<file path="src/rtl/operand_sequencer.sv">
// Operand sequencer: walks a read-only operand table, unpacks each word into a/b and
// hands pairs downstream with valid/ready. Define OPSEQ_PAIR_CNT_EN to add the pair_cnt output.
module operand_sequencer #(
  parameter int unsigned OP_W   = 16,
  parameter int unsigned ADDR_W = 3,
  parameter int unsigned DEPTH  = 6,
  parameter int unsigned RD_LAT = 1
) (
  input  logic                clk,
  input  logic                rst_n,
  input  logic                start,
  input  logic                stop,
  input  logic                loop_mode,
  input  logic [2*OP_W-1:0]   douta,
  output logic [ADDR_W-1:0]   addra,
  output logic                en,
  output logic                wea,
  output logic [OP_W-1:0]     a,
  output logic [OP_W-1:0]     b,
  output logic                op_valid,
  input  logic                op_ready,
  output logic                busy,
  output logic                done
`ifdef OPSEQ_PAIR_CNT_EN
  ,
  output logic [15:0]         pair_cnt
`endif
);

  typedef enum logic [1:0] {S_IDLE, S_FETCH, S_WAIT, S_VALID} state_e;

  localparam logic [ADDR_W-1:0] LAST = ADDR_W'(DEPTH - 1);
  localparam logic [2:0]        LAT  = 3'(RD_LAT);

  state_e            state_q, state_d;
  logic [ADDR_W-1:0] cnt_q, cnt_d;
  logic [ADDR_W-1:0] addra_q, addra_d;
  logic [2:0]        wait_q, wait_d;
  logic [OP_W-1:0]   a_q, a_d, b_q, b_d;
  logic              loop_q, loop_d;
  logic              done_q, done_d;
  logic              accept_start, handshake;

  assign accept_start = (state_q == S_IDLE) && start && !stop;
  assign handshake    = (state_q == S_VALID) && op_ready;

  always_comb begin
    state_d = state_q;
    cnt_d   = cnt_q;
    addra_d = addra_q;
    wait_d  = wait_q;
    a_d     = a_q;
    b_d     = b_q;
    loop_d  = loop_q;
    done_d  = 1'b0;
    unique case (state_q)
      S_IDLE: begin
        if (accept_start) begin
          state_d = S_FETCH;
          cnt_d   = '0;
          loop_d  = loop_mode;
        end
      end
      S_FETCH: begin
        if (stop) begin
          state_d = S_IDLE;
        end else begin
          state_d = S_WAIT;
          wait_d  = LAT;
        end
      end
      S_WAIT: begin
        if (stop) begin
          state_d = S_IDLE;
        end else if (wait_q == 3'd1) begin
          a_d     = douta[OP_W-1:0];
          b_d     = douta[2*OP_W-1:OP_W];
          state_d = S_VALID;
        end else begin
          wait_d = wait_q - 3'd1;
        end
      end
      S_VALID: begin
        if (op_ready) begin
          if (cnt_q == LAST) begin
            cnt_d = '0;
            if (!loop_q || stop) begin
              state_d = S_IDLE;
              done_d  = !loop_q && !stop;
            end else begin
              state_d = S_FETCH;
            end
          end else begin
            cnt_d   = cnt_q + ADDR_W'(1);
            state_d = stop ? S_IDLE : S_FETCH;
          end
        end else if (stop) begin
          state_d = S_IDLE;
        end
      end
      default: state_d = S_IDLE;
    endcase
    // addra is registered, so it is loaded with the next counter on entry to FETCH
    if (state_d == S_FETCH) addra_d = cnt_d;
  end

  always_ff @(posedge clk or negedge rst_n) begin
    if (!rst_n) begin
      state_q <= S_IDLE;
      cnt_q   <= '0;
      addra_q <= '0;
      wait_q  <= '0;
      a_q     <= '0;
      b_q     <= '0;
      loop_q  <= 1'b0;
      done_q  <= 1'b0;
    end else begin
      state_q <= state_d;
      cnt_q   <= cnt_d;
      addra_q <= addra_d;
      wait_q  <= wait_d;
      a_q     <= a_d;
      b_q     <= b_d;
      loop_q  <= loop_d;
      done_q  <= done_d;
    end
  end

`ifdef OPSEQ_PAIR_CNT_EN
  logic [15:0] pair_cnt_q;

  always_ff @(posedge clk or negedge rst_n) begin
    if (!rst_n)            pair_cnt_q <= '0;
    else if (accept_start) pair_cnt_q <= '0;
    else if (handshake)    pair_cnt_q <= pair_cnt_q + 16'd1;
  end

  assign pair_cnt = pair_cnt_q;
`endif

  assign addra    = addra_q;
  assign en       = (state_q == S_FETCH) || (state_q == S_WAIT);
  assign wea      = 1'b0;
  assign a        = a_q;
  assign b        = b_q;
  assign op_valid = (state_q == S_VALID);
  assign busy     = (state_q != S_IDLE);
  assign done     = done_q;

endmodule

</file>
<file path="config.mk">
export PLATFORM = sky130hd
export DESIGN_NAME = operand_sequencer
export DESIGN_NICKNAME = d
export VERILOG_FILES = /design/src/rtl/operand_sequencer.sv
export SDC_FILE = /design/constraint.sdc
export NUM_CORES = 1
export LEC_CHECK = 0
export BUFFER_PORTS_ARGS = -buffer_cell sky130_fd_sc_hd__buf_4
export CORE_MARGIN = 2
export CORE_UTILIZATION = 43
export DETAILED_ROUTE_END_ITERATION = 10
export GPL_ROUTABILITY_DRIVEN = 0
export HOLD_SLACK_MARGIN = 0.1
export PLACE_DENSITY = 0.83
export SLEW_MARGIN = 20
export SYNTH_ARGS = -nofsm -noshare
export SYNTH_HDL_FRONTEND = slang
export SYNTH_SLANG_ARGS = --single-unit
export TNS_END_PERCENT = 10
</file>
<file path="constraint.sdc">
create_clock -name clk -period 1.9 [get_ports clk]
set_input_delay 0.57 -clock clk [delete_from_list [all_inputs] [get_ports clk]]
set_output_delay 0.57 -clock clk [all_outputs]
set_load 0.01 [all_outputs]
</file>
======== Word level (Yosys, flattened, before mapping) ========
Cells that the tools add are included.
Widths: inputs -> output; s select.
cells by class
  bitwise logic cells ..................... 1
  shift operators ......................... 0
  reduce and logical (&&, ||, !) cells .... 13
  mux-type cells .......................... 22
  div/mod/pow operators ................... 0
  magnitude comparators ................... 0
  $mul .................................... 0
  add/sub/neg operators ................... 2
  equal/unequal tests ..................... 9
operators by type and width
  operator             number
  $mux 3               6
  $mux 2               7
  $pmux 3 s2           2
  $pmux 2 s4           1
  $mux 1               6
  $ne 2x2->1 const B   3
  $eq 2x1->1 const B   2
  $eq 2x2->1 const B   2
  $reduce_and 4->1     1
  $reduce_bool 2->1    2
  $add 3x1->3 const B  1
  $eq 3x1->1 const B   1
  $eq 3x3->1 const B   1
  $logic_and 1x1->1    3
  $reduce_and 3->1     1
  $sub 3x1->3 const B  1
  $logic_not 1->1      2
  $logic_not 2->1      1
  $logic_or 1x1->1     2
  $reduce_and 2->1     1
  $not 1->1            1
storage, ports and cells
  bits in latches ......................... 0
  word-level logic and storage cells ...... 55
  bits in writable memories ............... 0
  ROM bits ................................ 0
  bits in registers ....................... 45
  output and inout port bits .............. 40
  memories ................................ 0
  input port bits ......................... 38

======== Logic depth before layout (Yosys ltp) ========
Gate-level depths: netlist of run 1.
  depth after elaboration ................. 7
  depth in mapped cells ................... 8
  depth with buffers taken out ............ 7

======== Least setup slack after synthesis of run 1 ========
OpenSTA, ideal clock, no wires.
  kind .................................... register -> register
  start ................................... register state_q[0]
  end ..................................... register addra_q[0], in the netlist addra[0]
  setup time .............................. 0.125 ns
  clock period less this slack ............ 1.891 ns
  path buffers ............................ 1
  path slack .............................. 0.009 ns
  data required time ...................... 1.775 ns
  cell stages (with the launch flop) ...... 9
  data arrival time ....................... 1.765 ns
  cell sequence ........................... dfrtp_1 > inv_1 > ha_1 > and4bb_1 > buf_4 > nor2_1 > a21oi_2 > and2b_4 > mux2_4
between the ends
  word-level cells in the longest chain between the ends .. 6
  elaborated cells on any way between the ends .. 15
  those cells by class .................... 4 x eq/ne; 8 x mux; 3 x reduce/logical
RTL lines
  element                          RTL line  RTL
  start: declaration               35        state_e state_q, state_d;
  start signal: assignment         118       state_q <= state_d;
  $logic_not 2->1                  44, 56
  $logic_and 1x1->1 (2 in series)  44        assign accept_start = (state_q == S_IDLE) && start && !stop;
  $mux 2                           58        if (accept_start) begin
  $pmux 2 s4 (*)                   56        unique case (state_q)
  via state_d[1]                   35
  $eq 2x1->1 (*)                   104       if (state_d == S_FETCH) addra_d = cnt_d;
  end signal: assignment           120       addra_q <= addra_d;
  end: declaration                 37        logic [ADDR_W-1:0] addra_q, addra_d;
The timed path passes the listed nets; every way through them passes the cells marked *.
A chain may end at the register's enable or synchronous reset.

======== Worst setup path in the final report of run 1 ========
  start ................................... register state_q[0]
  end ..................................... register addra_q[2], in the netlist addra[2]
Same word-level chain as after synthesis.

==> qor.csv, run 1 <==
stage;metric;value;unit
outcome;status;complete, no violations;
final_layout;finalInstanceArea;0.00287;mm^2
yosys;postSynthNetCount;192;
sta;finalWorstSetupSlack;0.00347;ns
sta;fin_crit_sh;0.998;
worst_setup_path;critPathMaxFanout;4;
grt;grt_max_degree;46;
clocking;clk_latency;0.28;ns
sta;setup_violations;0;
worst_hold_path;hold_path_class;in2async;
sta;fin_hold_ws;0.270;ns
yosys;ys_ff_latch;45;
worst_setup_path;crit_path_end_kind;register;
sta;fin_crit;1.90;ns
yosys;synth_area;0.00199;mm^2
power_and_ir_drop;p_int;2.79;mW
place;dp_hpwl;3040;um
routing;firstDrtPassIters;4;
final_layout;diodes;0;
power_and_ir_drop;comb_power_share;0.486;
power_and_ir_drop;power.switching;1.38;mW
power_and_ir_drop;cellPowerDensity;1460;mW/mm^2
routing;vias_per_cell;5.00;
routing;wl;3960;um
sta;drv_slew;0;
grt;grtUsageTotal;0.162;
final_layout;fillers;344;
clocking;h-tree-depth;2;
floorplanning;die_area;0.00518;mm^2
yosys;yosys_warnings;0;
sta;hold_viol;0;
yosys;synth_cell_types;32;
grt;antenna_found_initial;0;
place;dpl_cell_area;0.00269;mm^2
clocking;clkTransAtPathRegs;0.08;ns
floorplanning;die_x;72.0;um
grt;grt_pass1_wl;6440;um
final_layout;fin_nets;285;
clocking;cts-root-buf;clkbuf_8;
yosys;synth_cells;147;
floorplanning;core-area;0.00441;mm^2
worst_setup_path;startpoint_type;register;
yosys;synth_edf_count;0;
yosys;async_reset_ff_frac;1.00;
sta;finalClockSkew;0.00317;ns
final_layout;instances_no_fill;293;
grt;grt_pass1_vias;1412;
floorplanning;num_io_pins;78;
routing;wl_per_cell;13.5;um
clocking;cts_tree;yes;
yosys;avgSynthCellArea;13.5;um^2
grt;globalRouteOverflowTotal;0;
worst_setup_path;critical_path_class;reg2reg;
routing;drc;0;
power_and_ir_drop;power_frac_seq;0.382;
power_and_ir_drop;power_leakage;1.41;nW
sta;worstMarginPinSlew;0.554;ns
sta;rsz0062_at_grt;yes;
worst_setup_path;worstPathArrival;2.07;ns
yosys;ys.flop_type;dfrtp_1;
place;io_buffers;76;
sta;fmax;527;MHz
routing;antenna_left;0;
job;drv_cap;0;
floorplanning;fp.dieH;72.0;um
clocking;numCtsBuffers;5;
clocking;clk_path_buf_depth;2;
yosys;yosysSeqAreaShare;0.567;
routing;via_count;1464;
power_and_ir_drop;max-vdd-ir-drop;0.579;mV
worst_setup_path;cp.required;2.07;ns
floorplanning;initial_core_util;0.450;
final_layout;syn_to_final_growth;44.3;%
floorplanning;rows;24;
final_layout;drive_gt1_frac;0.473;
sta;fin_tns_setup;0;ns
place;placed_cells;283;
routing;first_iter_violations;32;
power_and_ir_drop;switching_share;0.332;
sta;relSlewSlack;0.630;
clocking;clock-sinks;45;
place;place_ws;-0.113;ns
power_and_ir_drop;clkPwrFrac;0.131;
-- worst max-delay path, cell delays in order (launching register included) --
cell and delay [ns]:
dfrtp_1 0.43, inv_4 0.13, ha_4 0.16, nand3b_4 0.07
a222oi_1 0.31, o21bai_2 0.18, and2b_4 0.20, mux2_4 0.30
-- power groups by stage --
stage / clock (mW) / sequential, mW / combinational, mW
after floorplan: 0 / 1.77 / 0.787
after global placement: 0 / 1.59 / 1.87
after detailed placement: 0 / 1.61 / 1.91
after CTS: 0.574 / 1.60 / 2.02
after global routing: 0.617 / 1.66 / 2.21
final: 0.548 / 1.60 / 2.03
-- metal layers --
| metal | GRT usage | routed length, um |
|---|---|---|
| met5 | 0 | 0 |
| met4 | 0.0440 | 47 |
| met3 | 0.0542 | 397 |
| met2 | 0.277 | 1920 |
| met1 | 0.197 | 1600 |
-- flip-flops by register name, indices dropped and copies added (netlist names) --
| register | cells |
|---|---|
| a | 16 |
| addra | 3 |
| b | 16 |
| cnt_q | 3 |
| done | 1 |
| loop_q | 1 |
| state_q | 2 |
| wait_q | 3 |
-- Yosys cell counts, types with 2 or more instances --
library cell / instances / area [um^2]
ha_1: 7 / 87.6
nor3_1: 2 / 10.0
buf_2: 3 / 15.0
o21ai_1: 2 / 10.0
dfrtp_1: 45 / 1130
inv_1: 8 / 30.0
a21oi_1: 3 / 15.0
a31oi_1: 2 / 12.5
buf_4: 2 / 15.0
mux2_4: 3 / 45.0
nand2_1: 6 / 22.5
nor2_1: 10 / 37.5
mux2_1: 33 / 372
nand2b_1: 3 / 18.8
-- stage by stage --
stage,power [mW],util
2_1_floorplan,2.55,-
3_3_place_gp,3.46,0.608
3_5_place_dp,3.53,0.608
4_1_cts,4.19,0.640
5_1_grt,4.49,0.649
6_report,4.17,0.649
-- what timing repair did --
action | in CTS | in global routing
pin swaps | 1 | 4
hold buffers | 0 | 0
setup buffers | 1 | 1
setup endpoints to repair | 30 | 30
resized for setup | 13 | 5
-- final cells by class --
type,count,area (um^2),area share
clock buffer,7,76.3,0.0266
clock inverter,1,7.51,0.00262
inverter,8,32.5,0.0114
multi-input combinational,88,852,0.297
sequential,45,1130,0.393
tap,52,65.1,0.0227
timing repair buffer,92,706,0.246
-- logic make-up (layout without fill, tap and decap cells) --
| logic type | count (synthesis) | in the layout | share of synthesized area |
|---|---|---|---|
| compound gates | 16 | 16 | 0.0592 |
| buf+inv | 14 | 108 | 0.0359 |
| fa+ha+maj | 7 | 7 | 0.0441 |
| flops | 45 | 45 | 0.567 |
| mux | 36 | 36 | 0.210 |
| other cells | 1 | 1 | 0.00189 |
| simple gates | 28 | 28 | 0.0819 |
-- placed cells by master, fill, tap and decap left out, drive strengths merged, types with 2 or more instances in the layout --
cell type,n
o21ai,2
clkbuf,7
ha,7
inv,8
a21oi,4
nand2b,3
nand2,6
dfrtp,45
nor3,2
buf,92
a31oi,2
nor2,10
mux2,36
-- final timing paths --
check                      startpoint        to  slack, ns  depth (start not counted)
min in group clk                 b[8]      b[8]       0.49                          1
hold reg to reg                  b[8]      b[8]       0.49                          1
max in group asynchronous       rst_n      a[8]       1.25                          1
hold / removal                  rst_n     a[13]       0.27                          1
setup reg to reg           state_q[0]  addra[2]      0.003                          7
setup / recovery           state_q[0]  addra[2]      0.003                          7
Note: power is estimated with default switching activity, not from simulation.
==> run 2: changes to the inputs <==
--- a/config.mk
+++ b/config.mk
@@ -12,6 +12,7 @@
 export GPL_ROUTABILITY_DRIVEN = 0
 export HOLD_SLACK_MARGIN = 0.1
 export PLACE_DENSITY = 0.83
+export RECOVER_POWER = 25
 export SLEW_MARGIN = 20
 export SYNTH_ARGS = -nofsm -noshare
 export SYNTH_HDL_FRONTEND = slang
==> qor.csv, run 2 (synthesis results as in run 1) <==
stage;metric;value;unit;change
outcome;status;complete, no violations;;
clocking;clk_latency;0.28;ns;about the same
worst_setup_path;startpoint_type;register;;
job;drv_cap;0;;unchanged
floorplanning;die_x;72.0;um;unchanged
final_layout;final_common_cell;buf_4;;
sta;drv_slew;0;;unchanged
routing;wl;3970;um;+0.30%
floorplanning;die_area;0.00518;mm^2;unchanged
worst_setup_path;critPathMaxFanout;5;;+1
final_layout;layout_common_cells;buf_4, dfrtp_1, mux2_1;;
clocking;h-tree-depth;2;;unchanged
floorplanning;fp.dieH;72.0;um;unchanged
routing;wl_per_cell;13.6;um;+0.30%
routing;firstDrtPassIters;4;;unchanged
clocking;hold_buffers;0;;unchanged
place;io_buffers;76;;unchanged
sta;rsz0062_at_grt;yes;;
sta;fmax;528;MHz;+0.21%
worst_setup_path;cp_slowest_cell;dfrtp_1;;
worst_setup_path;critical_path_class;reg2reg;;
final_layout;drive_gt1_frac;0.473;;unchanged
routing;antenna_left;0;;unchanged
clocking;clkTransAtPathRegs;0.08;ns;about the same
worst_setup_path;worstPathArrival;2.07;ns;about the same
grt;grt_pass1_vias;1412;;unchanged
worst_setup_path;cpPeakStageDelay;0.41;ns;-0.02 ns
grt;globalRouteOverflowTotal;0;;unchanged
clocking;cts_tree;yes;;
clocking;clock-sinks;45;;unchanged
sta;relSlewSlack;0.273;;-0.358
worst_setup_path;crit_path_cell_trace;buf_4 -> ha_4 -> and4bb_2 -> nor2_1 -> a21oi_2 -> and2b_4 -> mux2_4;;
routing;via_count;1454;;-0.68%
clocking;cts-root-buf;clkbuf_8;;
sta;fin_hold_ws;0.479;ns;+0.209 ns
routing;vias_per_cell;4.96;;-0.68%
floorplanning;num_io_pins;78;;unchanged
floorplanning;core-area;0.00441;mm^2;unchanged
floorplanning;rows;24;;unchanged
worst_setup_path;cp.required;2.07;ns;about the same
sta;setup_violations;0;;unchanged
routing;first_iter_violations;35;;+9.4%
worst_setup_path;crit_path_end_kind;register;;
sta;hold_viol;0;;unchanged
final_layout;diodes;0;;unchanged
place;dp_hpwl;3040;um;unchanged
routing;drc;0;;unchanged
clocking;clk_path_buf_depth;2;;unchanged
worst_hold_path;hold_path_class;in2async;;
final_layout;syn_to_final_growth;44.2;%;about the same
final_layout;fin_nets;285;;unchanged
sta;worstMarginPinSlew;1.09;ns;+0.537 ns
power_and_ir_drop;max-vdd-ir-drop;0.579;mV;about the same
power_and_ir_drop;cellPowerDensity;1460;mW/mm^2;+0.11%
power_and_ir_drop;total_power;4.17;mW;about the same
worst_setup_path;cp.buffers_inverters;1;;unchanged
grt;antenna_found_initial;0;;unchanged
sta;finalClockSkew;0.00348;ns;+0.000302 ns
worst_setup_path;cpLargestDelayFamily;simple AND/OR/NAND/NOR gates;;
grt;grt_pass1_wl;6440;um;unchanged
sta;fin_crit_sh;0.996;;-0.00206
grt;grt_max_degree;46;;unchanged
grt;grtUsageTotal;0.162;;unchanged
clocking;numCtsBuffers;5;;unchanged
floorplanning;initial_core_util;0.450;;unchanged
power_and_ir_drop;power_leakage;1.41;nW;about the same
sta;fin_crit;1.89;ns;-0.00391 ns
-- run 2: metal layers --
layer / share of wire / global-route usage / up-vias
li1: - / - / 697
met3: 0.097 / 0.0542 / 6
met5: 0 / 0 / -
met2: 0.49 / 0.277 / 66
met4: 0.012 / 0.0440 / 0
met1: 0.41 / 0.197 / 685
-- run 2: what timing repair did --
action,CTS,global route
setup buffers,1,1
pin swaps,1,4
resized for setup,13,5
endpoints found under the setup margin,30,30
-- run 2: per-stage QoR --
stage / TNS [ns] / cells / worst slack, ns / cell area [um^2] / util
final: 0 / 293 / 0.00737 / 2860 / 0.649
after CTS: 0 / 292 / 0.00525 / 2830 / 0.640
after detailed placement: -1.31 / 283 / -0.113 / 2690 / 0.608
after global routing: -0.217 / 293 / -0.0710 / 2860 / 0.649
after floorplan: 0 / 147 / 0.00941 / 1990 / -
after global placement: -0.920 / 283 / -0.0878 / 2690 / 0.608
-- run 2: layout make-up --
cell class | count | area, um^2
clock inverters | 1 | 7.51
clock buffers | 7 | 76.3
well taps | 52 | 65.1
fillers | 345 | 1550
flip-flops and latches | 45 | 1130
repair buffers | 92 | 703
inverters | 8 | 32.5
multi-input cells | 88 | 852
-- run 2: path summary, 6_finish.rpt --
path	depth (start not counted)	slack [ns]	to	startpoint
min in group clk	1	0.49	b[8]	b[8]
max	7	0.007	addra[2]	state_q[1]
min	1	0.48	b[13]	rst_n
max in group asynchronous	1	0.75	a[4]	rst_n
min reg2reg	1	0.49	b[8]	b[8]
max reg2reg	7	0.007	addra[2]	state_q[1]
-- run 2: where the power goes --
group / internal [mW] / switching, mW / total [mW]
logic: 1.15 / 0.883 / 2.03
clock network: 0.260 / 0.287 / 0.547
registers: 1.38 / 0.214 / 1.60
==> run 3: changes to the inputs <==
--- a/config.mk
+++ b/config.mk
@@ -6,7 +6,6 @@
 export NUM_CORES = 1
 export LEC_CHECK = 0
 export BUFFER_PORTS_ARGS = -buffer_cell sky130_fd_sc_hd__buf_4
-export CORE_MARGIN = 2
 export CORE_UTILIZATION = 43
 export DETAILED_ROUTE_END_ITERATION = 10
 export GPL_ROUTABILITY_DRIVEN = 0
==> qor.csv, run 3 (synthesis results as in run 1) <==
stage;metric;value;unit;change
final_layout;seqCellArea;0.00113;mm^2;unchanged
grt;grt_max_degree;46;;unchanged
worst_setup_path;cp.required;2.13;ns;+0.06 ns
sta;relSlewSlack;0.269;;-0.00341
clocking;clk_path_buf_depth;2;;unchanged
floorplanning;fp.dieH;70.0;um;-2.8%
clocking;cts_tree;yes;;
final_layout;multi_input_area;816;um^2;-4.3%
sta;fin_crit;1.91;ns;+0.0208 ns
clocking;clkTransAtPathRegs;0.08;ns;about the same
grt;grt_pass1_vias;1454;;+3.0%
worst_setup_path;cpPeakStageDelay;0.40;ns;about the same
outcome;status;finished, violations left;;
floorplanning;rows;24;;unchanged
routing;first_iter_violations;93;;+170%
worst_setup_path;cpLargestDelayFamily;simple AND/OR/NAND/NOR gates;;
floorplanning;initial_core_util;0.453;;+0.00308
clocking;h-tree-depth;2;;unchanged
routing;vias_per_cell;5.00;;+0.76%
worst_setup_path;cp.buffers_inverters;2;;+1
floorplanning;die_x;70.0;um;-2.8%
routing;wl_per_cell;14.3;um;+5.1%
final_layout;fillers;329;;-4.6%
grt;globalRouteOverflowTotal;0;;unchanged
worst_setup_path;cpMostUsedCell;buf_4;;
place;dp_hpwl;3180;um;+4.6%
final_layout;layout_common_cells;buf_4, dfrtp_1, mux2_1;;
final_layout;instances_no_fill;292;;-0.34%
routing;via_count;1460;;+0.41%
sta;rsz0062_at_grt;yes;;
clocking;clk_latency;0.29;ns;about the same
routing;antenna_left;0;;unchanged
sta;worstMarginPinSlew;1.10;ns;+0.00512 ns
sta;fmax;523;MHz;-1.1%
sta;setup_violations;2;;+2
sta;drv_slew;0;;unchanged
worst_setup_path;reg2reg_slack;-0.01;ns;-0.02 ns
routing;wl;4160;um;+4.7%
worst_setup_path;regToRegEndpoint;addra[1];;
sta;finalWorstSetupSlack;-0.0134;ns;-0.0208 ns
grt;grt_pass1_wl;6910;um;+7.3%
place;placed_cells;284;;+0.35%
worst_setup_path;cp-startpoint;state_q[1];;
worst_setup_path;crit_path_end_kind;register;;
grt;grtUsageTotal;0.181;;+0.0196
worst_setup_path;worstRegToRegCells;8;;+1
power_and_ir_drop;cellPowerDensity;1500;mW/mm^2;+3.2%
sta;finalClockSkew;0.00484;ns;+0.00137 ns
sta;hold_viol;0;;unchanged
sta;fin_crit_sh;1.01;;+0.0109
clocking;clock-sinks;45;;unchanged
worst_setup_path;cp-endpoint;addra[1];;
final_layout;drive_gt1_frac;0.463;;-0.0105
worst_setup_path;startpoint_type;register;;
worst_hold_path;hold_path_class;in2async;;
final_layout;diodes;0;;unchanged
power_and_ir_drop;power_leakage;1.42;nW;+0.79%
clocking;cts-root-buf;clkbuf_8;;
final_layout;syn_to_final_growth;43.1;%;
power_and_ir_drop;max-vdd-ir-drop;0.582;mV;+0.67%
worst_setup_path;cp_num_cells;8;;+1
floorplanning;num_io_pins;78;;unchanged
floorplanning;die_area;0.00489;mm^2;-5.5%
clocking;numCtsBuffers;5;;unchanged
final_layout;fin_nets;285;;unchanged
worst_setup_path;timing.rr.start;state_q[1];;
outcome;violations;negative setup slack;;
worst_setup_path;critPathMaxFanout;3;;-2
routing;firstDrtPassIters;4;;unchanged
worst_setup_path;crit_path_cell_trace;buf_4 -> ha_2 -> buf_4 -> nand2_1 -> nor4b_1 -> nor2_1 -> a31oi_1 -> mux2_4;;
worst_setup_path;cp_slowest_cell;dfrtp_1;;
job;drv_cap;0;;unchanged
final_layout;final_common_cell;buf_4;;
floorplanning;core-area;0.00438;mm^2;-0.68%
place;io_buffers;76;;unchanged
final_layout;utilization;0.648;;about the same
routing;drc;0;;unchanged
worst_setup_path;critical_path_class;reg2reg;;
grt;antenna_found_initial;0;;unchanged
worst_setup_path;worstPathArrival;2.15;ns;+0.08 ns
## run 3: cell count changes in the layout (fill, tap and decap cells not counted), moves of 2 or more
cell,change
ha_4,-2
buf_6,-4
clkbuf_1,-2
buf_4,+3
## run 3: worst reg2reg max path, delay by kind of cell, from the launching register on
| family | cells | cell delay, ns |
|---|---|---|
| buf+inv | 2 | 0.28 |
| fa+ha+maj | 1 | 0.20 |
| mux | 1 | 0.20 |
| flops | 1 | 0.40 |
| compound gates | 1 | 0.23 |
| simple gates | 3 | 0.57 |
## run 3: layout make-up
cell class,count,share of cell area
multi-input cells,88,0.287
flip-flops and latches,45,0.396
clock inverters,2,0.0123
inverters,8,0.0106
repair buffers,92,0.247
clock buffers,5,0.0242
well taps,52,0.0229
## run 3: metrics by stage
| step | setup TNS, ns | instance area, um^2 | setup WS [ns] | power (mW) | hold slack, ns |
|---|---|---|---|---|---|
| 2_1_floorplan | 0 | 1990 | 0.00941 | 2.55 | 0.274 |
| 3_3_place_gp | -0.0748 | 2710 | -0.0251 | 3.47 | 0.470 |
| 3_5_place_dp | -0.221 | 2710 | -0.0761 | 3.55 | 0.476 |
| 4_1_cts | 0 | 2830 | 0.00209 | 4.30 | 0.274 |
| 5_1_grt | -0.805 | 2840 | -0.114 | 4.57 | 0.477 |
| 6_report | -0.0158 | 2840 | -0.0134 | 4.27 | 0.466 |
## run 3: layer usage
layer,routed length (um),track usage
met1,1820,0.235
met2,2000,0.290
met3,291,0.0519
met4,48,0.0667
met5,0,0
## run 3: timing repair
action	in CTS	in global routing
hold buffers	0	0
setup endpoints to repair	5	9
pin swaps	0	1
hold endpoints to repair	0	0
resized for setup	6	1
setup buffers	1	0
## run 3: power breakdown
part	internal [mW]	leakage (nW)	total (mW)	switching, mW
sequential	1.38	0.555	1.60	0.220
combinational	1.11	0.808	1.99	0.874
clock	0.382	0.0540	0.685	0.303
total	2.88	1.42	4.27	1.40
## run 3: worst min-delay path by stage
stage / from / to / slack [ns] / cells past startpoint
final: rst_n / b[11] / 0.47 / 1
after global routing: douta[6] / a[6] / 0.48 / 2
after CTS: rst_n / b[11] / 0.27 / 1
after detailed placement: a[5] / a[5] / 0.48 / 1
after global placement: b[5] / b[5] / 0.47 / 1
after floorplan: rst_n / a[0] / 0.27 / 0
